==> src/rtl/puzzle_pkg.sv <==
// Shared definitions for the puzzle game controller: FSM encoding, sizes,
// default parameter values and the round-robin pick helper.
package puzzle_pkg;

  localparam int unsigned NUM_BUTTONS = 8;
  localparam int unsigned LEVEL_W     = 3;

  localparam int unsigned DEF_DEBOUNCE_CYCLES = 16;
  localparam int unsigned DEF_WIN_HOLD_CYCLES = 32;
  localparam int unsigned DEF_MAX_LEVEL       = 4;
  localparam int unsigned DEF_MOVE_LIMIT      = 63;

  typedef enum logic [2:0] {
    StIdle,
    StClear,
    StPlay,
    StSettle,
    StWin,
    StDone
  } state_t;

  // First requesting index after 'last', wrapping; caller guarantees req != 0.
  function automatic logic [2:0] rr_pick(input logic [NUM_BUTTONS-1:0] req,
                                         input logic [2:0] last);
    logic [2:0] idx;
    logic       found;
    rr_pick = last;
    found   = 1'b0;
    for (int i = 1; i <= NUM_BUTTONS; i++) begin
      idx = last + 3'(i);
      if (req[idx] && !found) begin
        rr_pick = idx;
        found   = 1'b1;
      end
    end
  endfunction

endpackage

==> src/rtl/btn_debounce.sv <==
// One pushbutton: 2-flop synchronizer, stable-sample counter and a
// rising-edge pulse issued in the cycle the debounced level goes high.
module btn_debounce #(
  parameter int unsigned DEBOUNCE_CYCLES = 16
) (
  input  logic clk,
  input  logic rst,
  input  logic btn_raw,
  output logic rise
);

  localparam int unsigned CNT_W = $clog2(DEBOUNCE_CYCLES + 1);

  logic             sync1_q, sync2_q, level_q;
  logic [CNT_W-1:0] cnt_q, cnt_d;
  logic             flip;

  // Counter tracks consecutive samples that disagree with the debounced level.
  assign flip = (sync2_q != level_q) && (cnt_q == CNT_W'(DEBOUNCE_CYCLES - 1));
  assign rise = flip && sync2_q;

  always_comb begin
    cnt_d = '0;
    if ((sync2_q != level_q) && !flip) cnt_d = cnt_q + 1'b1;
  end

  always_ff @(posedge clk or posedge rst) begin
    if (rst) begin
      sync1_q <= 1'b0;
      sync2_q <= 1'b0;
      level_q <= 1'b0;
      cnt_q   <= '0;
    end else begin
      sync1_q <= btn_raw;
      sync2_q <= sync1_q;
      cnt_q   <= cnt_d;
      if (flip) level_q <= sync2_q;
    end
  end

endmodule

==> src/rtl/puzzle_game_ctrl.sv <==
// Puzzle game controller: debounced buttons, round-robin toggle arbiter and
// level FSM. Define PUZZLE_MOVE_LIMIT_EN to restart a level after MOVE_LIMIT moves.
module puzzle_game_ctrl
  import puzzle_pkg::*;
#(
  parameter int unsigned DEBOUNCE_CYCLES = DEF_DEBOUNCE_CYCLES,
  parameter int unsigned WIN_HOLD_CYCLES = DEF_WIN_HOLD_CYCLES,
  parameter int unsigned MAX_LEVEL       = DEF_MAX_LEVEL,
  parameter int unsigned MOVE_LIMIT      = DEF_MOVE_LIMIT
) (
  input  logic                   clk,
  input  logic                   rst,
  input  logic [NUM_BUTTONS-1:0] btn_raw,
  input  logic                   start,
  input  logic                   nivel_concluido,
  output logic [NUM_BUTTONS-1:0] botoes,
  output logic [LEVEL_W-1:0]     nivel,
  output logic                   matrix_rst,
  output logic                   win,
  output logic                   game_done,
  output logic [7:0]             moves
);

`ifdef PUZZLE_MOVE_LIMIT_EN
  localparam bit LimitEn = 1'b1;
`else
  localparam bit LimitEn = 1'b0;
`endif

  localparam int unsigned CNT_W = $clog2(WIN_HOLD_CYCLES + 2);

  logic [NUM_BUTTONS-1:0] rise;
  state_t                 state_q, state_d;
  logic [LEVEL_W-1:0]     nivel_q, nivel_d;
  logic [7:0]             moves_q, moves_d;
  logic [NUM_BUTTONS-1:0] pending_q, pending_d;
  logic [2:0]             last_q, last_d;
  logic [CNT_W-1:0]       cnt_q, cnt_d;
  logic                   matrix_rst_q;
  logic [NUM_BUTTONS-1:0] grant;
  logic [2:0]             gidx;
  logic                   limit_hit;

  for (genvar g = 0; g < NUM_BUTTONS; g++) begin : g_btn
    btn_debounce #(
      .DEBOUNCE_CYCLES(DEBOUNCE_CYCLES)
    ) u_btn_debounce (
      .clk    (clk),
      .rst    (rst),
      .btn_raw(btn_raw[g]),
      .rise   (rise[g])
    );
  end

  assign limit_hit = LimitEn && (moves_q >= 8'(MOVE_LIMIT));
  assign gidx      = rr_pick(pending_q, last_q);

  always_comb begin
    state_d   = state_q;
    nivel_d   = nivel_q;
    moves_d   = moves_q;
    last_d    = last_q;
    cnt_d     = '0;
    grant     = '0;
    pending_d = pending_q;
    if (state_q == StPlay || state_q == StSettle) pending_d = pending_q | rise;

    case (state_q)
      StIdle, StDone: begin
        if (start) begin
          nivel_d = '0;
          state_d = StClear;
        end
      end
      StClear: begin
        state_d = StPlay;
      end
      StPlay: begin
        if (|pending_q) begin
          grant[gidx] = 1'b1;
          // A fresh edge on the granted bit in this cycle is kept.
          pending_d   = (pending_q & ~grant) | rise;
          last_d      = gidx;
          if (moves_q != 8'hff) moves_d = moves_q + 8'd1;
          state_d     = StSettle;
        end
      end
      StSettle: begin
        if (cnt_q == CNT_W'(1)) begin
          if (nivel_concluido) state_d = StWin;
          else if (limit_hit)  state_d = StClear;
          else                 state_d = StPlay;
        end else begin
          cnt_d = cnt_q + 1'b1;
        end
      end
      StWin: begin
        if (cnt_q == CNT_W'(WIN_HOLD_CYCLES - 1)) begin
          if (nivel_q == LEVEL_W'(MAX_LEVEL)) begin
            state_d = StDone;
          end else begin
            nivel_d = nivel_q + LEVEL_W'(1);
            state_d = StClear;
          end
        end else begin
          cnt_d = cnt_q + 1'b1;
        end
      end
      default: state_d = StIdle;
    endcase

    if (state_d == StClear) moves_d = '0;
    if (state_d != StPlay && state_d != StSettle) pending_d = '0;
  end

  always_ff @(posedge clk or posedge rst) begin
    if (rst) begin
      state_q      <= StIdle;
      nivel_q      <= '0;
      moves_q      <= '0;
      pending_q    <= '0;
      last_q       <= 3'd7;
      cnt_q        <= '0;
      matrix_rst_q <= 1'b1;
    end else begin
      state_q      <= state_d;
      nivel_q      <= nivel_d;
      moves_q      <= moves_d;
      pending_q    <= pending_d;
      last_q       <= last_d;
      cnt_q        <= cnt_d;
      matrix_rst_q <= (state_d == StClear);
    end
  end

  assign botoes     = grant;
  assign nivel      = nivel_q;
  assign moves      = moves_q;
  assign matrix_rst = matrix_rst_q;
  assign win        = (state_q == StWin);
  assign game_done  = (state_q == StDone);

endmodule

==> config.mk <==
export PLATFORM = sky130hd
export DESIGN_NAME = puzzle_game_ctrl
export DESIGN_NICKNAME = d
export VERILOG_FILES = /design/src/rtl/puzzle_pkg.sv /design/src/rtl/btn_debounce.sv /design/src/rtl/puzzle_game_ctrl.sv
export SDC_FILE = /design/constraint.sdc
export NUM_CORES = 1
export LEC_CHECK = 0
export CAP_MARGIN = 20
export CORE_ASPECT_RATIO = 1.4
export CORE_MARGIN = 1
export CORE_UTILIZATION = 45
export DETAILED_ROUTE_END_ITERATION = 16
export HOLD_SLACK_MARGIN = 0.12
export PLACE_DENSITY_LB_ADDON = 0.08
export SYNTH_ARGS = -nofsm -noshare
export SYNTH_HDL_FRONTEND = slang
export SYNTH_SLANG_ARGS = --single-unit
==> constraint.sdc <==
create_clock -name clk -period 7.6 [get_ports clk]
set_clock_uncertainty 0.1 [all_clocks]
set_input_delay 1.52 -clock clk [delete_from_list [all_inputs] [get_ports clk]]
set_output_delay 1.52 -clock clk [all_outputs]
set_load 0.05 [all_outputs]
### Word-level counts from Yosys, hierarchy flattened

Index checks and enable logic that the tools add are counted.

* add/subtract/negate cells: 18
* bitwise gates (word level): 4
* div/mod/pow operators: 0
* reductions and logical operators: 59
* $lt $le $gt $ge: 10
* multiply operators: 0
* mux-type cells: 65
* equality and inequality tests: 31
* shifts and indexed selects: 0

Operators by type and width (count)
* 8-bit 2-to-1 mux: 10
* 3-bit 2-to-1 mux: 17
* 5-bit by 1-bit adder with 5-bit output (second input constant): 8
* 5-bit by 4-bit equality test with 1-bit output (second input constant): 8
* 5-bit 2-to-1 mux: 8
* 3-bit by 4-bit < comparator with 1-bit output (second input constant): 9
* 1-bit logical AND: 33
* 1-bit binary-select mux with 3-bit select: 8
* 1-bit 2-to-1 mux: 16
* 8-bit bitwise OR: 2
* 1-bit zero test: 15
* 3-bit one-hot mux with 5 select lines: 1
* 3-bit adder (second input constant): 4
* 6-bit 2-to-1 mux: 2
* 6-bit one-hot mux with 2 select lines: 1
* 3-bit equality test (second input constant): 3
* 8-bit by 1-bit adder with 8-bit output (second input constant): 1
* 8-bit bitwise AND: 1
* 1-bit != test: 8
* 8-bit != test (second input constant): 1
* 8-bit NOT: 1
* 2-bit nonzero test: 4
* 8-bit OR reduction: 1
* 3-bit by 1-bit adder with 3-bit output (second input constant): 2
* 18 further kinds: 23

* memory bits (writable): 0
* memories kept: 0
* bits in latches: 0
* input port bits: 12
* word-level logic and storage cells: 226
* register bits after elaboration: 96
* output and inout port bits: 22
* bits in read-only memories: 0

### Logic depth before layout (Yosys ltp)

Gate-level depths: netlist of the first run.

* depth in word-level cells: 35
* mapped depth: 14
* depth with buffers taken out: 10

### By module

From an unflattened synthesis of the first run, not the netlist that was laid out.

* cells, all modules: 529
* area total of the unflattened synthesis: 5505.3 um^2

Modules (own cells, without submodules)
* puzzle_game_ctrl: area an instance 2872.8 um^2, cells an instance 313, instances 1, sequential area each 805.8 um^2
* btn_debounce: area an instance 329.1 um^2, cells an instance 27, instances 8, sequential area each 200.2 um^2

### Worst setup path before layout of the first run

Ideal clock, no wire load.

* kind: reg-to-output
* from: register last_q[0]
* to: output botoes[4]
* required time: 5.980 ns
* path buffers: 4
* data arrival time: 4.169 ns
* setup slack: 1.811 ns
* stages on the path, launching flop included: 15
* cells stage by stage: dfstp_2 -> buf_6 -> clkinv_1 -> ha_1 -> buf_2 -> buf_2 -> mux2i_1 -> nand2_1 -> o221a_1 -> a222oi_1 -> a21oi_1 -> o32ai_2 -> o21ai_2 -> buf_6 -> nor3_1

* word-level cells in the longest chain between the ends: 31
* elaborated cells between the ends (all ways): 59
* those cells by class: add/sub: 7; order compare: 2; mux: 35; reduce/logical: 15

Ends and longest elaborated chain
* from (decl): RTL line puzzle_game_ctrl.sv:37 `logic [2:0] last_q, last_d;`
* from (signal assigned): RTL line puzzle_game_ctrl.sv:130 `last_q <= last_d;`
* 3-bit by 1-bit adder with 3-bit output: RTL line puzzle_pkg.sv:30 `idx = last + 3'(i);`
* 1-bit binary-select mux with 3-bit select: RTL line puzzle_pkg.sv:31 `if (req[idx] && !found) begin`
* 1-bit 2-to-1 mux (implied by the code): RTL line puzzle_pkg.sv:31
* 1-bit 2-to-1 mux: RTL line puzzle_pkg.sv:31
* 1-bit zero test: RTL line puzzle_pkg.sv:31
* 1-bit logical AND: RTL line puzzle_pkg.sv:31
* 1-bit 2-to-1 mux: RTL line puzzle_pkg.sv:31
* 1-bit zero test: RTL line puzzle_pkg.sv:31
* [... 15 more ...]
* 1-bit logical AND: RTL line puzzle_pkg.sv:31
* 3-bit 2-to-1 mux *: RTL line puzzle_pkg.sv:31
* 3-bit by 4-bit < comparator with 1-bit output (implied by the code) or 3-bit by 1-bit greater-or-equal comparator with 1-bit output (tied branches): RTL line puzzle_game_ctrl.sv:80 `grant[gidx] = 1'b1;`
* 1-bit logical AND (implied by the code): RTL line puzzle_game_ctrl.sv:80
* 1-bit 2-to-1 mux (implied by the code): RTL line puzzle_game_ctrl.sv:80
* 1-bit demux with 3-bit select *: RTL line puzzle_game_ctrl.sv:80
* 8-bit 2-to-1 mux *: RTL line puzzle_game_ctrl.sv:79 `if (|pending_q) begin`
* 8-bit 2-to-1 mux *: RTL line puzzle_game_ctrl.sv:68 `case (state_q)`
* to (decl): RTL line puzzle_game_ctrl.sv:16 `output logic [NUM_BUTTONS-1:0] botoes,`

Mark *: on every way between the ends. The rest lies on a longest branch, timed or not. The select of a mux whose other input is x is not followed.

### Worst setup path after layout of the first run

* from: register last_q[1]
* to: output botoes[6]

Same word-level chain as after synthesis.

==> impl_metrics.yaml, run 1 <==
clocking:
  path_clk_slew_ns: 0.06
  clk_latency_ns: 0.33
  postCtsHoldBufs: 0
  cts.repair.resized: 0
  post_cts_buffers: 0
  numClockSinks: 96
  cts_buffer_depth: 2
  cts-htree-levels: 3
  root_buffer: "clkbuf_16"
  numCtsBuffers: 9
  cts_tree: "done"
drt:
  dr.pass1.iters: 4
  antenna_left: 0
  viasPerCell: 5.37
  route.vias.total: 3719
  routed_wl_um: 10200
  wl_per_cell_um: 14.7
  drtIter0Drc: 203
  drc: 0
timing:
  hold_ws_ns: 0.249
  layout_min_cycle_time_ns: 6.64
  worst_slew_pin_slew_ns: 0.809
  slew_headroom_pct: 46.0
  tns_ns: 0
  setup_slack_ns: 0.963
  setup_viol: 0
  drv_slew: 0
  period_share_pct: 87.3
  final_hold_viol_count: 0
  rsz0062_at_grt: "no"
  fmax_mhz: 151
worst_setup_path:
  startpoint_type: "flip-flop"
  crit_type: "reg2out"
  arrival_ns: 5.02
  worstPathMaxFanout: 20
  crit_required_ns: 5.98
  cp-end-kind: "output port"
  r2r_cells: 10
  rrSetupSlack_ns: 3.41
synth:
  synth_warnings: 0
  yosys.area.top_type: "dfrtp_1"
  async_flop_share_pct: 100
  yosys-top-cells-count: "92 x dfrtp_1, 77 x nor2_1, 42 x inv_1, 28 x nand2_1"
  yosys_most_used_dff: "dfrtp_1"
  synth_cells: 515
  yosysTopAreaCellShare_pct: 43.7
  ys_top_cells_by_area: "dfrtp_1 44%, nor2_1 5.5%, ha_1 5.5%"
  yosys.cell_types.count: 61
  yosysMostFrequentCell: "dfrtp_1"
  syn_avg_cell_area_sq_um: 10.2
  netlist_area_sq_um: 5260
  synth_fp_nets: 550
  synth_edf_count: 0
  yosysSeqAreaShare_pct: 45.7
  synth_seq_cells: 96
global_route:
  grt_pass1_wl_um: 17700
  antenna_found_initial: 0
  grt_start_max_net_pins: 66
  grt_usage_pct: 18.5
  grt-ovfl-total: 0
  grt_pass1_vias: 3809
pwr:
  p_leak_nw: 2.59
  power_density_nw_per_um2: 208
  finalPower_mw: 1.25
  ir_drop_v: 0.000136
flow_run:
  cap_violations: 0
floorplanning:
  ios: 34
  dieWidth_um: 93.4
  floorplan.initialDensity_pct: 46.4
  fp.dieH_um: 130
  die-area_sq_um: 12100
  core-area_sq_um: 11300
  std_cell_rows: 46
placed_design:
  preCtsSetupSlack_ns: 1.31
  placed_cells: 676
  place_hpwl_um: 7350
  port_buffers: 33
  place_area_sq_um: 5690
  gp_congestion: 0.804
finish:
  diodes: 0
  final_nets: 578
  fill_cells: 1005
  drive_gt1_share_pct: 9.49
  stdcell_area_sq_um: 6010
  area_delta_synth_final_pct: 14.2
  postLayoutCoreUtil_pct: 53.0
  fin_cells: 692
worst_hold_path:
  holdPathStages: 0
  min_path_type: "reg2reg"
status:
  outcome: "finished clean"
[worst max-delay path, stage by stage, from the launching register on]
cell,delay (ns)
dfstp_2,0.78
inv_1,0.17
ha_1,0.79
mux2i_1,0.41
mux2i_1,0.17
o221ai_2,0.30
and3_4,0.25
nand3_1,0.13
o21ai_2,0.58
nor3b_1,0.25
clkdlybuf4s50_1,0.83
[power breakdown]
part / switching [mW] / internal, mW / leakage [nW]
registers: 0.0354 / 0.542 / 1.21
clock network: 0.182 / 0.297 / 0.160
logic: 0.121 / 0.0713 / 1.21
[cells in the final DEF, fill, tap and decap left out, types with 4 or more instances in the layout]
cell type	n
and3_1	12
inv_1	41
nand2b_1	10
mux4_2	9
ha_1	23
mux2_2	4
o21ai_0	17
nor4_1	5
nor2_1	77
xor2_1	23
o31a_1	4
xnor2_1	17
nand2_1	28
mux2i_1	19
a21oi_1	18
nand3_1	20
nor3_1	6
clkdlybuf4s50_1	33
dfrtp_1	92
clkbuf_16	9
dfstp_2	4
nand4_1	7
[state kept, by name (all words and copies together), names as in the netlist, 3 cells and up]
| signal | flops |
|---|---|
| nivel | 3 |
| cnt_q | 6 |
| g_btn.u_btn_debounce.level_q | 8 |
| pending_q | 8 |
| state_q | 3 |
| moves | 8 |
| g_btn.u_btn_debounce.cnt_q | 40 |
| g_btn.u_btn_debounce.sync2_q | 8 |
| last_q | 3 |
| g_btn.u_btn_debounce.sync1_q | 8 |
[cell families after synthesis]
kind of cell	count (synthesis)	synth area share, %
and+or+nand+nor	181	16.2
DFF	96	45.7
AOI/OAI and AO/OA	77	10.8
buffers and inverters	61	5.02
xor gates and xnor gates	42	7.70
muxes	35	9.03
adders and majority gates	23	5.47
[final timing paths]
kind | from | endpoint
worst max register to register | last_q[1]$_DFFE_PP1P_ | pending_q[1]$_DFF_PP0_
worst min register to register | g_btn[3].u_btn_debounce.sync1_q$_DFF_PP0_ | g_btn[3].u_btn_debounce.sync2_q$_DFF_PP0_
worst max-delay path | last_q[1]$_DFFE_PP1P_ | botoes[6]
max in group asynchronous | rst | pending_q[7]$_DFF_PP0_
min in group asynchronous | rst | g_btn[1].u_btn_debounce.cnt_q[4]$_DFF_PP0_
worst min-delay path | g_btn[3].u_btn_debounce.sync1_q$_DFF_PP0_ | g_btn[3].u_btn_debounce.sync2_q$_DFF_PP0_
[layout make-up]
type / count / area [sq um] / share of cell area (%)
flip-flops and latches: 96 / 2410 / 40.1
clock inverters: 5 / 78.8 / 1.31
inverters: 43 / 164 / 2.73
clock buffers: 11 / 243 / 4.04
multi-input cells: 358 / 2590 / 43.1
well taps: 144 / 180 / 3.00
repair buffers: 35 / 345 / 5.75
[metal layers]
metal	GRT usage (%)	up-vias	routed length, um
met5	0	-	0
met2	32.3	65	5260
met1	22.5	1800	4450
li1	-	1837	-
met3	3.32	17	247
met4	7.87	0	238
Note: power is estimated with default switching activity, not from simulation.
==> run 2: changes to the inputs <==
ABC_CLOCK_PERIOD_IN_PS = 7600   (was default)
==> results of run 2 <==
The final DEF is identical to that of run 1; final timing and power are the same.
==> run 3: changes to the inputs <==
SLEW_MARGIN = 15   (was default)
==> results of run 3 <==
The final DEF is identical to that of run 1; final timing and power are the same.
